===== src/rtl/uart_pkg.sv =====
// Shared types and constants for the UART transmit feeder.
package uart_pkg;

  localparam int unsigned CFG_W  = 5;
  localparam int unsigned DATA_W = 8;

  // Bit positions inside cfg_reg / tx_cfg.
  localparam int unsigned CFG_DATA_BITS_LSB = 0;
  localparam int unsigned CFG_STOP_BITS     = 2;
  localparam int unsigned CFG_PARITY_EN     = 3;
  localparam int unsigned CFG_PARITY_TYPE   = 4;

  typedef enum logic [1:0] {
    IDLE      = 2'd0,
    LAUNCH    = 2'd1,
    WAIT_DONE = 2'd2
  } feeder_state_e;

  // FIFO entry when configuration is captured per byte.
  typedef struct packed {
    logic [CFG_W-1:0]  cfg;
    logic [DATA_W-1:0] data;
  } tx_entry_t;

endpackage


===== src/rtl/uart_tx_feeder_if.sv =====
// Bus-side and transmitter-side signals of the UART transmit feeder.
interface uart_tx_feeder_if #(
  parameter int unsigned DEPTH = 16
);
  import uart_pkg::*;

  localparam int unsigned CNT_W = $clog2(DEPTH) + 1;

  logic              wr_en;
  logic [DATA_W-1:0] wr_data;
  logic [CFG_W-1:0]  cfg_reg;
  logic              flush;
  logic              ovf_clr;
  logic              tx_done;

  logic              tx_enable;
  logic [DATA_W-1:0] tx_data;
  logic [CFG_W-1:0]  tx_cfg;
  logic              full;
  logic              empty;
  logic [CNT_W-1:0]  count;
  logic              overflow;
  logic              tx_irq;

  modport master (
    output wr_en, wr_data, cfg_reg, flush, ovf_clr, tx_done,
    input  tx_enable, tx_data, tx_cfg, full, empty, count, overflow, tx_irq
  );

  modport slave (
    input  wr_en, wr_data, cfg_reg, flush, ovf_clr, tx_done,
    output tx_enable, tx_data, tx_cfg, full, empty, count, overflow, tx_irq
  );

endinterface


===== src/rtl/uart_sync_fifo.sv =====
// Synchronous FIFO with registered count/flags and a synchronous flush.
module uart_sync_fifo #(
  parameter  int unsigned WIDTH = 8,
  parameter  int unsigned DEPTH = 16,
  localparam int unsigned CNT_W = $clog2(DEPTH) + 1
) (
  input  logic             clk,
  input  logic             rst_n,
  input  logic             i_push,
  input  logic             i_pop,
  input  logic             i_flush,
  input  logic [WIDTH-1:0] i_wdata,
  output logic [WIDTH-1:0] o_rdata_c,
  output logic             o_full,
  output logic             o_empty,
  output logic [CNT_W-1:0] o_count
);

  localparam int unsigned PTR_W = $clog2(DEPTH);

  logic [WIDTH-1:0] r_mem [DEPTH];
  logic [PTR_W-1:0] r_wr_ptr;
  logic [PTR_W-1:0] r_rd_ptr;
  logic [CNT_W-1:0] r_count;
  logic             r_full;
  logic             r_empty;
  logic             w_push;
  logic             w_pop;
  logic [CNT_W-1:0] w_count_nxt;

  // Qualify requests against the registered flags; flush overrides both.
  always_comb begin
    w_push      = i_push && !r_full && !i_flush;
    w_pop       = i_pop && !r_empty && !i_flush;
    w_count_nxt = r_count + CNT_W'(w_push) - CNT_W'(w_pop);
  end

  // Pointers, occupancy and status flags.
  always_ff @(posedge clk or negedge rst_n) begin
    if (!rst_n) begin
      r_wr_ptr <= '0;
      r_rd_ptr <= '0;
      r_count  <= '0;
      r_full   <= 1'b0;
      r_empty  <= 1'b1;
    end else if (i_flush) begin
      r_wr_ptr <= '0;
      r_rd_ptr <= '0;
      r_count  <= '0;
      r_full   <= 1'b0;
      r_empty  <= 1'b1;
    end else begin
      if (w_push) r_wr_ptr <= r_wr_ptr + PTR_W'(1);
      if (w_pop)  r_rd_ptr <= r_rd_ptr + PTR_W'(1);
      r_count <= w_count_nxt;
      r_full  <= (w_count_nxt == CNT_W'(DEPTH));
      r_empty <= (w_count_nxt == '0);
    end
  end

  // Storage; entries are only read after being written, so no reset.
  always_ff @(posedge clk) begin
    if (w_push) r_mem[r_wr_ptr] <= i_wdata;
  end

  assign o_rdata_c = r_mem[r_rd_ptr];
  assign o_full    = r_full;
  assign o_empty   = r_empty;
  assign o_count   = r_count;

endmodule


===== src/rtl/uart_tx_feeder.sv =====
// Transmit feeder: queues bus bytes and launches one UART frame per byte.
// Build option: UART_TX_CFG_PER_BYTE_EN stores cfg_reg with each byte;
// otherwise tx_cfg samples the live cfg_reg when a frame is launched.
module uart_tx_feeder
  import uart_pkg::*;
#(
  parameter int unsigned DEPTH = 16
) (
  input  logic             clk,
  input  logic             rst_n,
  uart_tx_feeder_if.slave  bus
);

  localparam int unsigned CNT_W = $clog2(DEPTH) + 1;
`ifdef UART_TX_CFG_PER_BYTE_EN
  localparam int unsigned ENTRY_W = CFG_W + DATA_W;
`else
  localparam int unsigned ENTRY_W = DATA_W;
`endif

  feeder_state_e     r_state;
  feeder_state_e     w_state_nxt;
  logic [DATA_W-1:0] r_tx_data;
  logic [CFG_W-1:0]  r_tx_cfg;
  logic              r_overflow;
  logic              r_tx_irq;

  logic [ENTRY_W-1:0] w_wdata;
  logic [ENTRY_W-1:0] w_head;
  logic [DATA_W-1:0]  w_load_data;
  logic [CFG_W-1:0]   w_load_cfg;
  logic               w_full;
  logic               w_empty;
  logic [CNT_W-1:0]   w_count;
  logic               w_push_ok;
  logic               w_ovf_set;
  logic               w_tx_enable;
  logic               w_pop;
  logic               w_load;
  logic               w_irq_set;

`ifdef UART_TX_CFG_PER_BYTE_EN
  tx_entry_t w_head_e;
  assign w_wdata     = tx_entry_t'{cfg: bus.cfg_reg, data: bus.wr_data};
  assign w_head_e    = tx_entry_t'(w_head);
  assign w_load_data = w_head_e.data;
  assign w_load_cfg  = w_head_e.cfg;
`else
  assign w_wdata     = bus.wr_data;
  assign w_load_data = w_head;
  assign w_load_cfg  = bus.cfg_reg;
`endif

  uart_sync_fifo #(
    .WIDTH (ENTRY_W),
    .DEPTH (DEPTH)
  ) u_fifo (
    .clk       (clk),
    .rst_n     (rst_n),
    .i_push    (bus.wr_en),
    .i_pop     (w_pop),
    .i_flush   (bus.flush),
    .i_wdata   (w_wdata),
    .o_rdata_c (w_head),
    .o_full    (w_full),
    .o_empty   (w_empty),
    .o_count   (w_count)
  );

  // Push acceptance and overflow detection against the registered full flag.
  always_comb begin
    w_push_ok = bus.wr_en && !w_full && !bus.flush;
    w_ovf_set = bus.wr_en && w_full && !bus.flush;
  end

  // State register.
  always_ff @(posedge clk or negedge rst_n) begin
    if (!rst_n) r_state <= IDLE;
    else        r_state <= w_state_nxt;
  end

  // Next-state logic.
  always_comb begin
    w_state_nxt = r_state;
    case (r_state)
      IDLE:      if (!w_empty && !bus.flush) w_state_nxt = LAUNCH;
      LAUNCH:    w_state_nxt = WAIT_DONE;
      WAIT_DONE: if (bus.tx_done) w_state_nxt = IDLE;
      default:   w_state_nxt = IDLE;
    endcase
  end

  // State-decoded controls: head load, launch pulse, pop and interrupt request.
  always_comb begin
    w_tx_enable = 1'b0;
    w_pop       = 1'b0;
    w_load      = 1'b0;
    w_irq_set   = 1'b0;
    case (r_state)
      IDLE:      w_load = !w_empty && !bus.flush;
      LAUNCH: begin
        w_tx_enable = 1'b1;
        w_pop       = 1'b1;
      end
      WAIT_DONE: w_irq_set = bus.tx_done && (w_count == '0) && !w_push_ok;
      default:   ;
    endcase
  end

  // Launch payload, sticky overflow and interrupt pulse registers.
  always_ff @(posedge clk or negedge rst_n) begin
    if (!rst_n) begin
      r_tx_data  <= '0;
      r_tx_cfg   <= '0;
      r_overflow <= 1'b0;
      r_tx_irq   <= 1'b0;
    end else begin
      if (w_load) begin
        r_tx_data <= w_load_data;
        r_tx_cfg  <= w_load_cfg;
      end
      if (bus.ovf_clr)    r_overflow <= 1'b0;
      else if (w_ovf_set) r_overflow <= 1'b1;
      r_tx_irq <= w_irq_set;
    end
  end

  assign bus.tx_enable = w_tx_enable;
  assign bus.tx_data   = r_tx_data;
  assign bus.tx_cfg    = r_tx_cfg;
  assign bus.full      = w_full;
  assign bus.empty     = w_empty;
  assign bus.count     = w_count;
  assign bus.overflow  = r_overflow;
  assign bus.tx_irq    = r_tx_irq;

endmodule

===== src/flat_wrapper.sv =====
// flat-port wrapper written by rule: the top's interface ports become plain ports
module uart_tx_feeder_flat import uart_pkg::*;
#(
  parameter int unsigned DEPTH = 16
)
  (clk, rst_n, bus_wr_en, bus_wr_data, bus_cfg_reg, bus_flush, bus_ovf_clr, bus_tx_done, bus_tx_enable, bus_tx_data, bus_tx_cfg, bus_full, bus_empty, bus_count, bus_overflow, bus_tx_irq);
  uart_tx_feeder_if #(.DEPTH(DEPTH)) bus_i ();
  input  logic clk;
  input  logic rst_n;
  input wire logic [$bits(bus_i.wr_en)-1:0] bus_wr_en;
  input wire logic [$bits(bus_i.wr_data)-1:0] bus_wr_data;
  input wire logic [$bits(bus_i.cfg_reg)-1:0] bus_cfg_reg;
  input wire logic [$bits(bus_i.flush)-1:0] bus_flush;
  input wire logic [$bits(bus_i.ovf_clr)-1:0] bus_ovf_clr;
  input wire logic [$bits(bus_i.tx_done)-1:0] bus_tx_done;
  output wire logic [$bits(bus_i.tx_enable)-1:0] bus_tx_enable;
  output wire logic [$bits(bus_i.tx_data)-1:0] bus_tx_data;
  output wire logic [$bits(bus_i.tx_cfg)-1:0] bus_tx_cfg;
  output wire logic [$bits(bus_i.full)-1:0] bus_full;
  output wire logic [$bits(bus_i.empty)-1:0] bus_empty;
  output wire logic [$bits(bus_i.count)-1:0] bus_count;
  output wire logic [$bits(bus_i.overflow)-1:0] bus_overflow;
  output wire logic [$bits(bus_i.tx_irq)-1:0] bus_tx_irq;
  assign bus_i.wr_en = bus_wr_en;
  assign bus_i.wr_data = bus_wr_data;
  assign bus_i.cfg_reg = bus_cfg_reg;
  assign bus_i.flush = bus_flush;
  assign bus_i.ovf_clr = bus_ovf_clr;
  assign bus_i.tx_done = bus_tx_done;
  assign bus_tx_enable = bus_i.tx_enable;
  assign bus_tx_data = bus_i.tx_data;
  assign bus_tx_cfg = bus_i.tx_cfg;
  assign bus_full = bus_i.full;
  assign bus_empty = bus_i.empty;
  assign bus_count = bus_i.count;
  assign bus_overflow = bus_i.overflow;
  assign bus_tx_irq = bus_i.tx_irq;
  uart_tx_feeder #(.DEPTH(DEPTH)) u_core (.clk(clk), .rst_n(rst_n), .bus(bus_i));
endmodule

===== config.mk =====
export PLATFORM = sky130hd
export DESIGN_NAME = uart_tx_feeder_flat
export DESIGN_NICKNAME = d
export VERILOG_FILES = /design/src/rtl/uart_pkg.sv /design/src/rtl/uart_tx_feeder_if.sv /design/src/rtl/uart_sync_fifo.sv /design/src/rtl/uart_tx_feeder.sv /design/src/flat_wrapper.sv
export SDC_FILE = /design/constraint.sdc
export NUM_CORES = 1
export LEC_CHECK = 0
export BUFFER_PORTS_ARGS = -buffer_cell sky130_fd_sc_hd__buf_2
export CAP_MARGIN = 5
export CORE_ASPECT_RATIO = 1.2
export CORE_UTILIZATION = 60
export CTS_CLUSTER_SIZE = 16
export DETAILED_ROUTE_END_ITERATION = 8
export GPL_TIMING_DRIVEN = 1
export PLACE_DENSITY = 0.79
export SYNTH_ARGS = -nofsm -noshare
export SYNTH_HDL_FRONTEND = slang
export SYNTH_SLANG_ARGS = --single-unit

===== constraint.sdc =====
create_clock -name clk -period 2.79 [get_ports clk]
set_input_delay 0.1395 -clock clk [delete_from_list [all_inputs] [get_ports clk]]
set_output_delay 0.1395 -clock clk [all_outputs]
set_load 0.05 [all_outputs]

==> results.md <==
- Effective utilization at floorplan: 0.617
- Worst setup margin: 0.246 ns
- Gr ovfl total: 0
- Max Clk Rate: 393 MHz
- Synth Area in Compound Gates: 0.0233
- Multi-input logic area: 1660 sq um
- Arr. time, crit path: 2.85 ns
- Sw Pwr: 0.00195 W
- Crit Path Category: reg -> reg
- IO Pins: 42
- Synth Area in XOR/XNOR: 0.0136
- Met3 usage: 0.0555
- Portion of netlist area occupied by mux cells: 0.138
- Fraction of registers with async set/reset: 0.200
- Hpwl dp: 8270 um
- Syn Nets: 390
- Final nets: 463
- WP data required: 3.10 ns
- Unrepaired setup endpoints after global routing: false
- Worst slew margin: 0.482
- CTS tree: yes
- R2R Path Start: u_core.u_fifo.o_full
- Clk pwr share: 0.349
- Wire per inst: 22.7 um
- Placed insts: 534
- Hold Startpoint: bus_wr_en
- CP startpoint kind: flop
- Setup TNS: 0 ns
- Pwr per Cell Area: 871 nW/um^2
- Largest family of logic cells by synthesized area: multiplexers
- Via/cell ratio: 6.02
- Root buffer cell: clkbuf_16
- CTS hold repair buffers: 8
- Gate Count Post-Synth: 359
- Drt pass-1 iters: 4
- Clk sink count: 160
- Peak supply drop: 0.613 mV
- Placement Setup Slack: 0.249 ns
- Global-route wire length before repair: 20300 um
- Bufs on Longest Clock Path: 2
- Initial antenna violation count: 0
- Status: finished, final reports clean
- Die Area: 11200 sq um
- Clk_lat worst skew: 0.42 ns
- Pleak: 2.78 nW
- Main synth FF type: edfxtp_1
- Yosys reg bits: 160
- Clock slew at reported path FFs: 0.06 ns
- Row cnt: 41
- Critical path startpoint: u_core.u_fifo.o_full
- Met2 usage: 0.437
- Syn avg cell area: 18.0 sq um
- Sequential share of power: 0.437
- Area Overhead vs Synth: 17.4%
- Highest net fanout along the worst path: 4
- Seq. cell area: 4650 sq um
- Synth Area in Adders: 0.0244
- Hold Vio Cnt, Final: 0
- Drt first-iter violations: 286
- Fin crit share: 0.912
- Yosys warns: 0
- Internal: 0.00464 W
- Simple-gate area share of the yosys netlist: 0.0582
- Pin count of the biggest net entering global routing: 33
- Htree depth: 4
- Netlist Area Pre-Place: 6450 sq um
- Number of diodes: 0
- Distinct cells, synth: 38
- Number of flops mapped to enable cells by yosys: 128
- Crit path capture type: flop
- # Post-CTS Setup Buffers: 0
- Port bufs: 41
- Die width: 96.7 um
- Fin crit period: 2.54 ns
- Post-route DRC: 0
- Vias: 3457
- Final wirelength: 13000 um
- Combinational Power Share: 0.214
- Routability cong.: 0.790
- Register area share after synthesis: 0.720
- GRT Max-Usage Layer: met2
- Cts repair resizes: 0
- Vias in the first global route: 3651
- Final Non-Filler Cells: 574
- FILL cells: 588
- CTS Buf Count: 17
- Hold WC Path Type: in -> reg
- Max Cap Viol: 0
- GRT Total Usage: 0.255
- DRT antenna net count: 0
- Die H: 116 um
- Setup Viol. Count Final: 0
- Layout cell share with drive strength beyond 1: 0.292
- Worst Skew: 0.00609 ns
- Switching Fraction: 0.296
- Placeable Area: 10500 sq um
- FF-to-FF setup slack: 0.25 ns
- Worst-margin pin slew: 0.775 ns
- Hold_ws: 0.0353 ns
- Met1 usage: 0.303
- Max-slew violations: 0
## power by group through the flow
stage / Sequential [W] / Combinational, W / Clock, W
CTS: 0.00288 / 0.00142 / 0.00233
global route: 0.00290 / 0.00150 / 0.00243
global placement: 0.00292 / 0.00137 / 0
detailed placement: 0.00293 / 0.00140 / 0
finish: 0.00288 / 0.00141 / 0.00230
floorplan: 0.00332 / 0.000663 / 0
## registers in the layout (all words and copies together) (netlist names)
register and flops:
u_core.u_fifo.o_count 5, u_core.u_fifo.r_mem 128, u_core.u_fifo.o_full 1, u_core.bus.tx_data 8, u_core.bus.tx_irq 1, u_core.u_fifo.r_rd_ptr 4
u_core.r_state 2, u_core.bus.tx_cfg 5, u_core.u_fifo.o_empty 1, u_core.bus.overflow 1, u_core.u_fifo.r_wr_ptr 4
## area by class of cell
cell class | count | share of cell area
flip-flops and latches | 160 | 0.613
multi-input cells | 172 | 0.219
well taps | 129 | 0.0213
clock buffers | 19 | 0.0571
clock inverters | 13 | 0.0213
inverters | 10 | 0.00661
repair buffers | 71 | 0.0611
## layer usage
metal | wire length, um | vias up
met1 | 4960 | 1757
li1 | - | 1521
met3 | 710 | 41
met5 | 0 | -
met2 | 6760 | 138
met4 | 574 | 0
## stage by stage
stage | util | total power, W | cell area [sq um]
after floorplan | - | 0.00398 | 6450
after global placement | 0.660 | 0.00428 | 6900
after detailed placement | 0.660 | 0.00433 | 6900
after CTS | 0.724 | 0.00663 | 7580
after global routing | 0.724 | 0.00683 | 7580
final | 0.724 | 0.00660 | 7580
## critical path, stage by stage, from the launching register on
cell	delay (ns)
dfrtp_1	0.41
nor3b_1	0.31
inv_1	0.08
ha_1	0.28
inv_1	0.04
ha_1	0.20
fa_1	0.41
xor2_1	0.19
nor3_1	0.20
nor4bb_1	0.33
## synthesized netlist by cell type (all sizes together) (4+ instances only)
master    n  area, sq um
buf      13         81.3
mux4     32          721
ha       11          138
a21o      8         60.1
xor2      5         43.8
edfxtp  128         3840
dfrtp    31          776
nor2     30          113
nand2    24         90.1
o22ai     7         43.8
inv       9         33.8
xnor2     5         43.8
clkbuf    4         15.0
mux2i    17          170
## final timing paths
path	cells past startpoint	endpoint
max in group asynchronous	2	u_core.u_fifo.r_rd_ptr[0]
min in group asynchronous	2	u_core.u_fifo.o_count[3]
hold reg to reg	1	u_core.bus.tx_data[3]
setup / recovery	9	u_core.u_fifo.o_full
setup reg to reg	9	u_core.u_fifo.o_full
hold / removal	3	u_core.bus.overflow
## placed cells by master (no fill, tap or decap), types with 2 or more instances in the layout
master and instances:
a21o_1 8, a21oi_1 3, and2_1 3, and3_1 2
buf_2 41, buf_4 21, bufinv_16 3, clkbuf_1 2
clkbuf_16 17, clkinv_2 2, clkinv_4 4, dfrtp_1 30
dlygate4sd3_1 8, edfxtp_1 128, ha_1 11, inv_1 9
inv_6 2, mux2i_1 17, mux4_2 32, nand2_1 24
nand3_1 2, nand3b_1 3, nand4_1 2, nor2_1 30
nor2b_1 3, nor3_1 2, nor3b_1 3, o22ai_1 7
xnor2_1 5, xor2_1 5
## cells by family after synthesis
kind of cell	Yosys count
multiplexers	49
AND/OR/NAND/NOR	79
XOR/XNOR	10
adder cells (fa/ha/maj)	12
flip-flops	160
AO/OA/AOI/OAI	22
buffers and inverters	27
(Power assumes the default switching activity.)
